[config.mk]
export PLATFORM = sky130hd
export DESIGN_NAME = fnd_scan_decoder
export DESIGN_NICKNAME = d
export VERILOG_FILES = /design/src/rtl/fnd_pkg.sv /design/src/rtl/fnd_scan_decoder_seg_to_bcd.sv /design/src/rtl/fnd_scan_decoder.sv
export SDC_FILE = /design/constraint.sdc
export NUM_CORES = 1
export LEC_CHECK = 0
export CAP_MARGIN = 20
export CORE_ASPECT_RATIO = 1.25
export CORE_MARGIN = 4
export CORE_UTILIZATION = 34
export CTS_BUF_LIST = sky130_fd_sc_hd__clkbuf_4 sky130_fd_sc_hd__clkbuf_8 sky130_fd_sc_hd__clkbuf_16
export DETAILED_ROUTE_END_ITERATION = 6
export GPL_TIMING_DRIVEN = 0
export SLEW_MARGIN = 20
export SYNTH_ARGS = -nofsm -noshare
export SYNTH_HDL_FRONTEND = slang
export SYNTH_SLANG_ARGS = --single-unit
[constraint.sdc]
create_clock -name clk -period 3.2 [get_ports clk]
set_input_delay 0.96 -clock clk [delete_from_list [all_inputs] [get_ports clk]]
set_output_delay 0.96 -clock clk [all_outputs]
set_load 0.01 [all_outputs]
[src/rtl/fnd_pkg.sv]
// Shared constants and helpers for the scanned 7-segment receive path.
// Segment codes are active-low with bit 7 = dp and bits [6:0] = g..a.
package fnd_pkg;

   // Digit fonts with the decimal point off
   localparam logic [7:0] SEG_0       = 8'hc0;
   localparam logic [7:0] SEG_1       = 8'hf9;
   localparam logic [7:0] SEG_2       = 8'ha4;
   localparam logic [7:0] SEG_3       = 8'hb0;
   localparam logic [7:0] SEG_4       = 8'h99;
   localparam logic [7:0] SEG_5       = 8'h92;
   localparam logic [7:0] SEG_6       = 8'h82;
   localparam logic [7:0] SEG_7       = 8'hf8;
   localparam logic [7:0] SEG_8       = 8'h80;
   localparam logic [7:0] SEG_9       = 8'h90;
   localparam logic [7:0] SEG_DP_ONLY = 8'h7f;
   localparam logic [7:0] SEG_BLANK   = 8'hff;

   localparam logic [3:0] CODE_BLANK  = 4'ha;
   localparam logic [3:0] CODE_ERR    = 4'he;

   localparam logic [3:0] COMM_IDLE   = 4'hf;

   // Number of driven (low) digit commons; one-hot means exactly one
   function automatic logic [2:0] comm_low_count(input logic [3:0] comm);
      logic [2:0] n;
      n = 3'd0;
      for (int i = 0; i < 4; i++) begin
         if (!comm[i]) begin
            n = n + 3'd1;
         end else begin
            n = n;
         end
      end
      return n;
   endfunction

endpackage

[src/rtl/fnd_scan_decoder_seg_to_bcd.sv]
// Segment pattern to digit code. The single inverse of the font table:
// anything that is not a known digit or blank reports illegal.
module seg_to_bcd
   import fnd_pkg::*;
(
   input  logic [6:0] font,
   output logic [3:0] code,
   output logic       illegal
);

   // Pattern match against the font table; dp is handled by the caller
   always_comb begin
      code    = CODE_ERR;
      illegal = 1'b0;
      case (font)
         SEG_0[6:0]:     code = 4'd0;
         SEG_1[6:0]:     code = 4'd1;
         SEG_2[6:0]:     code = 4'd2;
         SEG_3[6:0]:     code = 4'd3;
         SEG_4[6:0]:     code = 4'd4;
         SEG_5[6:0]:     code = 4'd5;
         SEG_6[6:0]:     code = 4'd6;
         SEG_7[6:0]:     code = 4'd7;
         SEG_8[6:0]:     code = 4'd8;
         SEG_9[6:0]:     code = 4'd9;
         SEG_BLANK[6:0]: code = CODE_BLANK;
         default: begin
            code    = CODE_ERR;
            illegal = 1'b1;
         end
      endcase
   end

endmodule

[src/rtl/fnd_scan_decoder.sv]
// Receive side of a 4-digit multiplexed 7-segment bus. Synchronizes the
// scanned font/common lines, waits for a dwell to be stable long enough,
// then decodes it into the addressed slot as registered BCD.
module fnd_scan_decoder
   import fnd_pkg::*;
#(
   parameter int STABLE_CYCLES = 16
)
(
   input  logic       clk,
   input  logic       reset_n,
   input  logic [7:0] fnd_font,
   input  logic [3:0] fnd_comm,
   output logic [3:0] digit_0,
   output logic [3:0] digit_1,
   output logic [3:0] digit_2,
   output logic [3:0] digit_3,
   output logic [3:0] dp,
   output logic [3:0] digit_valid,
   output logic       digit_strobe,
   output logic       frame_done,
   output logic       err
);

   localparam int              CNT_W   = $clog2(STABLE_CYCLES);
   localparam logic [CNT_W-1:0] CNT_MAX = CNT_W'(STABLE_CYCLES - 1);
   localparam logic [11:0]     IDLE_BUS = {COMM_IDLE, SEG_BLANK};

   logic [11:0]      meta_r;
   logic [11:0]      sync_r;
   logic [11:0]      hold_r;
   logic [CNT_W-1:0] cnt_r;
   logic             done_r;

   logic [3:0]       digit_r [4];
   logic [3:0]       dp_r;
   logic [3:0]       valid_r;
   logic [3:0]       seen_r;
   logic             strobe_r;
   logic             frame_r;
   logic             err_r;

   logic             change_s;
   logic             accept_s;
   logic [3:0]       comm_s;
   logic             idle_s;
   logic             onehot_s;
   logic [1:0]       slot_s;
   logic [3:0]       slot_mask_s;
   logic [3:0]       seen_next_s;
   logic [3:0]       code_s;
   logic             illegal_s;

   // Two-flop synchronizer; resets to the idle bus so release is quiet
   always_ff @(posedge clk or negedge reset_n) begin
      if (!reset_n) begin
         meta_r <= IDLE_BUS;
         sync_r <= IDLE_BUS;
      end else begin
         meta_r <= {fnd_comm, fnd_font};
         sync_r <= meta_r;
      end
   end

   // A dwell is accepted only while the synchronized bus still matches it,
   // so a value must survive one sample past the counter reaching its end
   assign change_s = (sync_r != hold_r);
   assign accept_s = !change_s && (cnt_r == CNT_MAX) && !done_r;

   // Stability tracker: restart on any change, fire once per dwell
   always_ff @(posedge clk or negedge reset_n) begin
      if (!reset_n) begin
         hold_r <= IDLE_BUS;
         cnt_r  <= '0;
         done_r <= 1'b0;
      end else if (change_s) begin
         hold_r <= sync_r;
         cnt_r  <= '0;
         done_r <= 1'b0;
      end else begin
         if (cnt_r != CNT_MAX) begin
            cnt_r <= cnt_r + CNT_W'(1);
         end
         if (accept_s) begin
            done_r <= 1'b1;
         end
      end
   end

   seg_to_bcd u_seg_to_bcd (
      .font    (hold_r[6:0]),
      .code    (code_s),
      .illegal (illegal_s)
   );

   assign comm_s      = hold_r[11:8];
   assign idle_s      = (comm_s == COMM_IDLE);
   assign onehot_s    = (comm_low_count(comm_s) == 3'd1);
   assign slot_mask_s = ~comm_s;
   assign seen_next_s = seen_r | slot_mask_s;

   // Slot index of a one-hot-low common; unused for other patterns
   always_comb begin
      slot_s = 2'd0;
      case (comm_s)
         4'b1110: slot_s = 2'd0;
         4'b1101: slot_s = 2'd1;
         4'b1011: slot_s = 2'd2;
         4'b0111: slot_s = 2'd3;
         default: slot_s = 2'd0;
      endcase
   end

   // Slot registers, frame tracking and single-cycle event pulses
   always_ff @(posedge clk or negedge reset_n) begin
      if (!reset_n) begin
         for (int i = 0; i < 4; i++) begin
            digit_r[i] <= CODE_BLANK;
         end
         dp_r     <= 4'h0;
         valid_r  <= 4'h0;
         seen_r   <= 4'h0;
         strobe_r <= 1'b0;
         frame_r  <= 1'b0;
         err_r    <= 1'b0;
      end else begin
         strobe_r <= 1'b0;
         frame_r  <= 1'b0;
         err_r    <= 1'b0;
         if (accept_s) begin
            if (onehot_s) begin
               digit_r[slot_s] <= code_s;
               dp_r[slot_s]    <= ~hold_r[7];
               valid_r         <= valid_r | slot_mask_s;
               strobe_r        <= 1'b1;
               err_r           <= illegal_s;
               if (seen_next_s == 4'hf) begin
                  frame_r <= 1'b1;
                  seen_r  <= 4'h0;
               end else begin
                  seen_r  <= seen_next_s;
               end
            end else if (!idle_s) begin
               err_r <= 1'b1;
            end
         end
      end
   end

   assign digit_0      = digit_r[0];
   assign digit_1      = digit_r[1];
   assign digit_2      = digit_r[2];
   assign digit_3      = digit_r[3];
   assign dp           = dp_r;
   assign digit_valid  = valid_r;
   assign digit_strobe = strobe_r;
   assign frame_done   = frame_r;
   assign err          = err_r;

endmodule
**Word level (Yosys, flattened, before mapping)**

Index checks and enable logic that the tools add are counted.

- Bits of input ports: 14
- Word-level logic and storage cells: 84
- Output and inout bits: 27
- Register bits: 72

- Equality and inequality tests: 19
- $add $sub $neg: 4
- Mux-type cells: 26
- Reduce and logical (&&, ||, !) cells: 11
- Magnitude comparators: 4
- Bitwise logic cells: 5

Operators by type and width:

| operator | count |
|---|---|
| one-hot mux 4 bit (11 select lines) | 1 |
| equality test 7 bit, second input constant | 4 |
| equality test 7 x 5 -> 1 bit, second input constant | 3 |
| equality test 4 bit, second input constant | 5 |
| bitwise mux 16 bit | 1 |
| 2-to-1 mux 4 bit | 4 |
| equality test 7 x 6 -> 1 bit, second input constant | 2 |
| 2-to-1 mux 1 bit | 13 |
| inequality test 12 bit | 1 |
| OR reduction 11 bit | 1 |
| adder 3 x 1 -> 3 bit, second input constant | 3 |
| 2-to-1 mux 3 bit | 3 |
| demux 4 bit (select 2 bit) | 1 |
| bitwise OR 4 bit | 2 |
| equality test 7 x 2 -> 1 bit, second input constant | 1 |
| logical NOT 7 bit | 1 |
| one-hot mux 2 bit (3 select lines) | 1 |
| adder 4 x 1 -> 4 bit, second input constant | 1 |
| bitwise mux 4 bit | 1 |
| equality test 4 x 3 -> 1 bit, second input constant | 1 |
| logical AND 1 bit | 4 |
| inequality test 4 bit, second input constant | 1 |
| inverter 4 bit | 1 |
| nonzero test 2 bit | 2 |
| 10 further kinds | 11 |

**Longest topological paths before layout**

- Word-level depth: 10
- Mapped depth: 11

**Modules after synthesis**

From an unflattened synthesis, not the netlist that was laid out.

- Cells, all modules: 235
- Area, all modules: 3104.2 um^2

By module, submodules not included:

| module | cells an instance | sequential area each (um^2) | instances | area an instance (um^2) |
|---|---|---|---|---|
| fnd_scan_decoder | 199 | 1856.8 | 1 | 2877.8 |
| seg_to_bcd | 36 | 0.0 | 1 | 226.5 |

**Worst setup path after synthesis**

No wires, ideal clock.

- Kind: reg2reg
- Start point: register hold_r[8]
- End point: register digit_r, in the netlist digit_0[0]
- Library setup time: 0.125 ns
- Slack: 0.250 ns
- Arrival time: 2.825 ns
- Stages on the path, launching flop included: 11
- Clock period less this slack: 2.950 ns
- Path through: dfstp_2 > inv_1 > ha_1 > xnor2_2 > ha_1 > xnor2_1 > a31oi_1 > o32a_4 > buf_6 > nor4_4 > mux2_4

- Longest elaborated chain between the ends: 9
- Elaborated cells on any way between the ends: 24
- Classes of those cells: add/sub: 3; order compare: 2; eq/ne: 5; mux: 8; bitwise: 1; reduce/logical: 5

RTL lines:

| item | RTL line | source |
|---|---|---|
| from (decl) | fnd_scan_decoder.sv:31 | `logic [11:0] hold_r;` |
| from (signal assigned) | fnd_scan_decoder.sv:77 | `hold_r <= sync_r;` |
| 2-to-1 mux 1 bit | fnd_pkg.sv:29 | `if (!comm[i]) begin` |
| adder 3 x 1 -> 3 bit | fnd_pkg.sv:30 | `n = n + 3'd1;` |
| 2-to-1 mux 3 bit | fnd_pkg.sv:29 |  |
| adder 3 x 1 -> 3 bit | fnd_pkg.sv:30 |  |
| 2-to-1 mux 3 bit | fnd_pkg.sv:29 |  |
| adder 3 x 1 -> 3 bit | fnd_pkg.sv:30 |  |
| 2-to-1 mux 3 bit | fnd_pkg.sv:29 |  |
| equality test 3 x 1 -> 1 bit | fnd_scan_decoder.sv:98 | `assign onehot_s = (comm_low_count(comm_s) == 3'd1);` |
| AND reduction 2 bit (no line) | -- |  |
| to (signal, indexed assignment) | fnd_scan_decoder.sv:132 | `digit_r[slot_s] <= code_s;` |
| to (decl) | fnd_scan_decoder.sv:35 | `logic [3:0] digit_r [4];` |

Parallel ways exist; a longest one is shown, timed or not.
A chain may end at the register's enable or synchronous reset.

**Worst setup path in the final report**

- Start point: register hold_r[9]
- End point: register digit_r, in the netlist digit_1[0]

- Longest elaborated chain between the ends: 8
- Elaborated cells on any way between the ends: 22
- Classes of those cells: add/sub: 2; order compare: 2; eq/ne: 5; mux: 7; bitwise: 1; reduce/logical: 5

RTL lines:

| item |
|---|
| branches (longest 8 deep; another with adder 3 x 1 -> 3 bit) |

Several ways; the timed one is not identified.

==> qor.csv <==
stage;metric;value;unit
worst_setup_path;Crit path arrival time;3.26;ns
clock_tree;# hold bufs at CTS;0;
run_status;outcome;finished clean;
grt;vias in the first global route;1833;
hold_path;min-delay worst type;reg2reg;
clock_tree;CTS max path bufs;2;
timing;f_max;0.330;GHz
job;maxcap violations;0;
synth;Distinct cells, synth;52;
grt;initial antenna violation count;0;
timing;final hold vios;0;
clock_tree;clk sinks;72;
route;DRT met1 WL;2260;um
route;Top Metal Used;met4;
synth;Post-Syn Area per Cell;13.5;um^2
timing;fin. max-slew vios;0;
worst_setup_path;FF-to-FF End;digit_1[0]$_DFFE_PN0P_;
floorplanning;Die Width;93.8;um
clock_tree;Setup Buffers After CTS;0;
worst_setup_path;RR Startpoint;hold_r[9]$_DFFE_PN1P_;
synth;cell taking the most area after synthesis;dfstp_2;
synth;Async S/R FF share, synth;100;%
floorplanning;die area;0.0108;mm^2
clock_tree;clk slew on worst S/H paths;0.07;ns
route;Via density;4.55;
power;Worst VDD drop;0.201;mV
worst_setup_path;crit path launch type;flop;
timing;final setup violation count;0;
synth;Area contributors post-synth;dfstp_2, dfrtp_1, nor4_4;
cells_and_area;layout overhead on the synthesized area;25.5;%
cells_and_area;n_diodes;0;
synth;Seq/Total Area, Yosys;59.4;%
synth;ys flop type;dfstp_2;
place;pre-CTS setup slack;0.0544;ns
clock_tree;clock root cell;clkbuf_8;
clock_tree;clk_lat worst skew;0.35;ns
route;Post-DRT Antenna Nets;0;
synth;Synth Warn #;0;
floorplanning;die height;115;um
timing;Rel. slew slack;60.8;%
cells_and_area;final instance area;0.00392;mm^2
clock_tree;CTS tree;done;
grt;global-route wire length before repair;8740;um
clock_tree;CTS Buf Count;9;
timing;RSZ-0062 raised after global routing;no;
synth;share of the synthesized area in the top cell type;37.0;%
worst_setup_path;flop2flop setup slack;0.17;ns
route;DRT iter0 DRCs;111;
cells_and_area;fin cells;409;
cells_and_area;nets@finish;303;
place;placed cell area;0.00370;mm^2
cells_and_area;layout cell share with drive strength beyond 1;31.5;%
worst_setup_path;worst-path cell chain;inv_1 > ha_1 > xnor2_2 > ha_1 > nor3b_1 > a31oi_1 > o32a_4 > nor4_4 > mux2_1;
synth;Yosys reg bits;72;
place;I/O Buffers;40;
synth;Syn Nets;250;
synth;Syn Std Cell Area;0.00313;mm^2
clock_tree;Post-CTS Resized;0;
hold_path;worst hold start;meta_r[8]$_DFF_PN1_;
clock_tree;htree depth;3;
worst_setup_path;crit path max fanout;5;
worst_setup_path;R2R cell count;9;
synth;number of synthesized flops with an enable pin;0;
timing;Min Clock Period, post-route;3.03;ns
worst_setup_path;Critical Path End Type;flop;
hold_path;hold-critical path endpoint;sync_r[8]$_DFF_PN1_;
place;Placer Congestion;0.790;
route;drt wl/cell;12.9;um
timing;Slew @ Worst Pin;0.584;ns
route;Initial DRT Pass Iterations;4;
route;routed wl met2;2600;um
floorplanning;io pins;41;
route;met3 wire len;272;um
worst_setup_path;crit-path max cell delay;0.56;ns
worst_setup_path;critical path required time;3.43;ns
timing;WHS;0.356;ns
route;Detailed Route WL;5270;um
synth;count leader, synth;dfstp_2;
grt;grt total ovfl;0;
floorplanning;Core Area;0.00884;mm^2
floorplanning;row count;38;
place;Post-DP HPWL;3720;um
worst_setup_path;CP max-delay cell;dfstp_2;
timing;fin crit share;94.6;%
power;Lkg Pwr;1.65;nW
route;via count;1859;
place;Placed Cells;392;
floorplanning;starting density of the core;35.3;%
synth;leading cell types by count after synthesis;dfstp_2, dfrtp_1, clkbuf_1;
grt;GRT Total Usage;10.5;%
worst_setup_path;CP Class;reg2reg;
timing;Worst Skew;0.00701;ns
power;Pwr Density;471;mW/mm^2
hold_path;hold path depth;0;
grt;largest net degree at the start of global routing;55;
route;DRC viols;0;
synth;Synth Instances;231;
timing;slack of the critical path;0.172;ns
worst_setup_path;Critical Path Most Common Cell;ha_1;
==> worst max-delay path by stage <==
stage	from	end	slack, ns	cells after the start
after global routing	hold_r[9]$_DFFE_PN1P_	digit_1[0]$_DFFE_PN0P_	0.005	9
after global placement	reset_n	dp[2]$_DFFE_PN0P_	-1.23	1
after detailed placement	hold_r[9]$_DFFE_PN1P_	digit_0[0]$_DFFE_PN0P_	0.05	10
after floorplan	hold_r[8]$_DFFE_PN1P_	digit_0[0]$_DFFE_PN0P_	0.25	10
final	hold_r[9]$_DFFE_PN1P_	digit_1[0]$_DFFE_PN0P_	0.17	9
after CTS	hold_r[9]$_DFFE_PN1P_	digit_0[2]$_DFFE_PN0P_	0.04	10
==> kinds of logic after synthesis <==
| family | share of synthesized area (%) |
|---|---|
| AND/OR/NAND/NOR | 15.3 |
| adder cells (fa/ha/maj) | 2.00 |
| buffers and inverters | 5.04 |
| flip-flops | 59.4 |
| XOR/XNOR | 4.72 |
| multiplexers | 8.17 |
| AO/OA/AOI/OAI | 5.36 |
==> report_power, final <==
group | internal [mW] | switching, mW
Clock | 0.407 | 0.337
Sequential | 0.952 | 0.0136
Combinational | 0.0588 | 0.0778
==> registers in the layout (all words and copies together) (netlist names) <==
| signal | count |
|---|---|
| hold_r | 12 |
| digit_3 | 4 |
| sync_r | 12 |
| cnt_r | 4 |
| digit_1 | 4 |
| digit_2 | 4 |
| seen_r | 4 |
| digit_strobe | 1 |
| digit_valid | 4 |
| meta_r | 12 |
| dp | 4 |
| err | 1 |
| digit_0 | 4 |
| frame_done | 1 |
| done_r | 1 |
==> layout make-up <==
class | instances | area, um^2
flip-flops and latches | 72 | 1860
clock inverters | 6 | 63.8
clock buffers | 10 | 149
plain buffers | 21 | 109
inverters | 13 | 48.8
multi-input cells | 125 | 1110
repair buffers | 42 | 433
well taps | 120 | 150
fillers | 834 | 4920
==> critical path: cells and delay by family (launching register included) <==
family                     cells  cell delay, ns
and+or+nand+nor                2            0.73
muxes                          1            0.37
adders and majority gates      2            0.57
buffers and inverters          1            0.09
DFF                            1            0.56
xor gates and xnor gates       1            0.16
AOI/OAI and AO/OA              2            0.43
==> through the flow <==
stage | power (mW) | TNS (ns) | utilization [%]
2_1_floorplan | 1.06 | 0 | -
3_3_place_gp | 1.11 | -52.81 | 41.6
3_5_place_dp | 1.12 | 0 | 41.9
4_1_cts | 1.89 | 0 | 44.3
5_1_grt | 1.93 | 0 | 44.3
6_report | 1.85 | 0 | 44.3
==> cell usage in the layout, fill, tap and decap left out, drive strengths merged, types with 2 or more instances in the layout <==
master | synthesis | routed
nor3 | 4 | 4
inv | 13 | 15
o21ai | 4 | 4
dfrtp | 28 | 28
nand3 | 3 | 3
ha | 5 | 5
dfstp | 44 | 44
mux2 | 16 | 16
nand2 | 7 | 7
nor4 | 8 | 8
clkbuf | 14 | 24
clkdlybuf4s50 | 0 | 39
or3 | 2 | 2
nand4 | 2 | 2
nand4b | 3 | 3
mux2i | 6 | 6
nand2b | 5 | 5
a31oi | 2 | 2
xnor2 | 3 | 3
buf | 7 | 10
a21oi | 6 | 6
or4 | 5 | 5
clkinv | 0 | 2
xor2 | 13 | 13
nor3b | 4 | 4
o221ai | 2 | 2
nor2 | 11 | 11
and3 | 2 | 2
==> metal layers <==
metal | track usage [%] | up-vias
met1 | 12.8 | 901
li1 | - | 902
met5 | 0 | -
met4 | 7.23 | 0
met3 | 2.29 | 12
met2 | 16.7 | 44
Power figures use the tool's default switching activity.
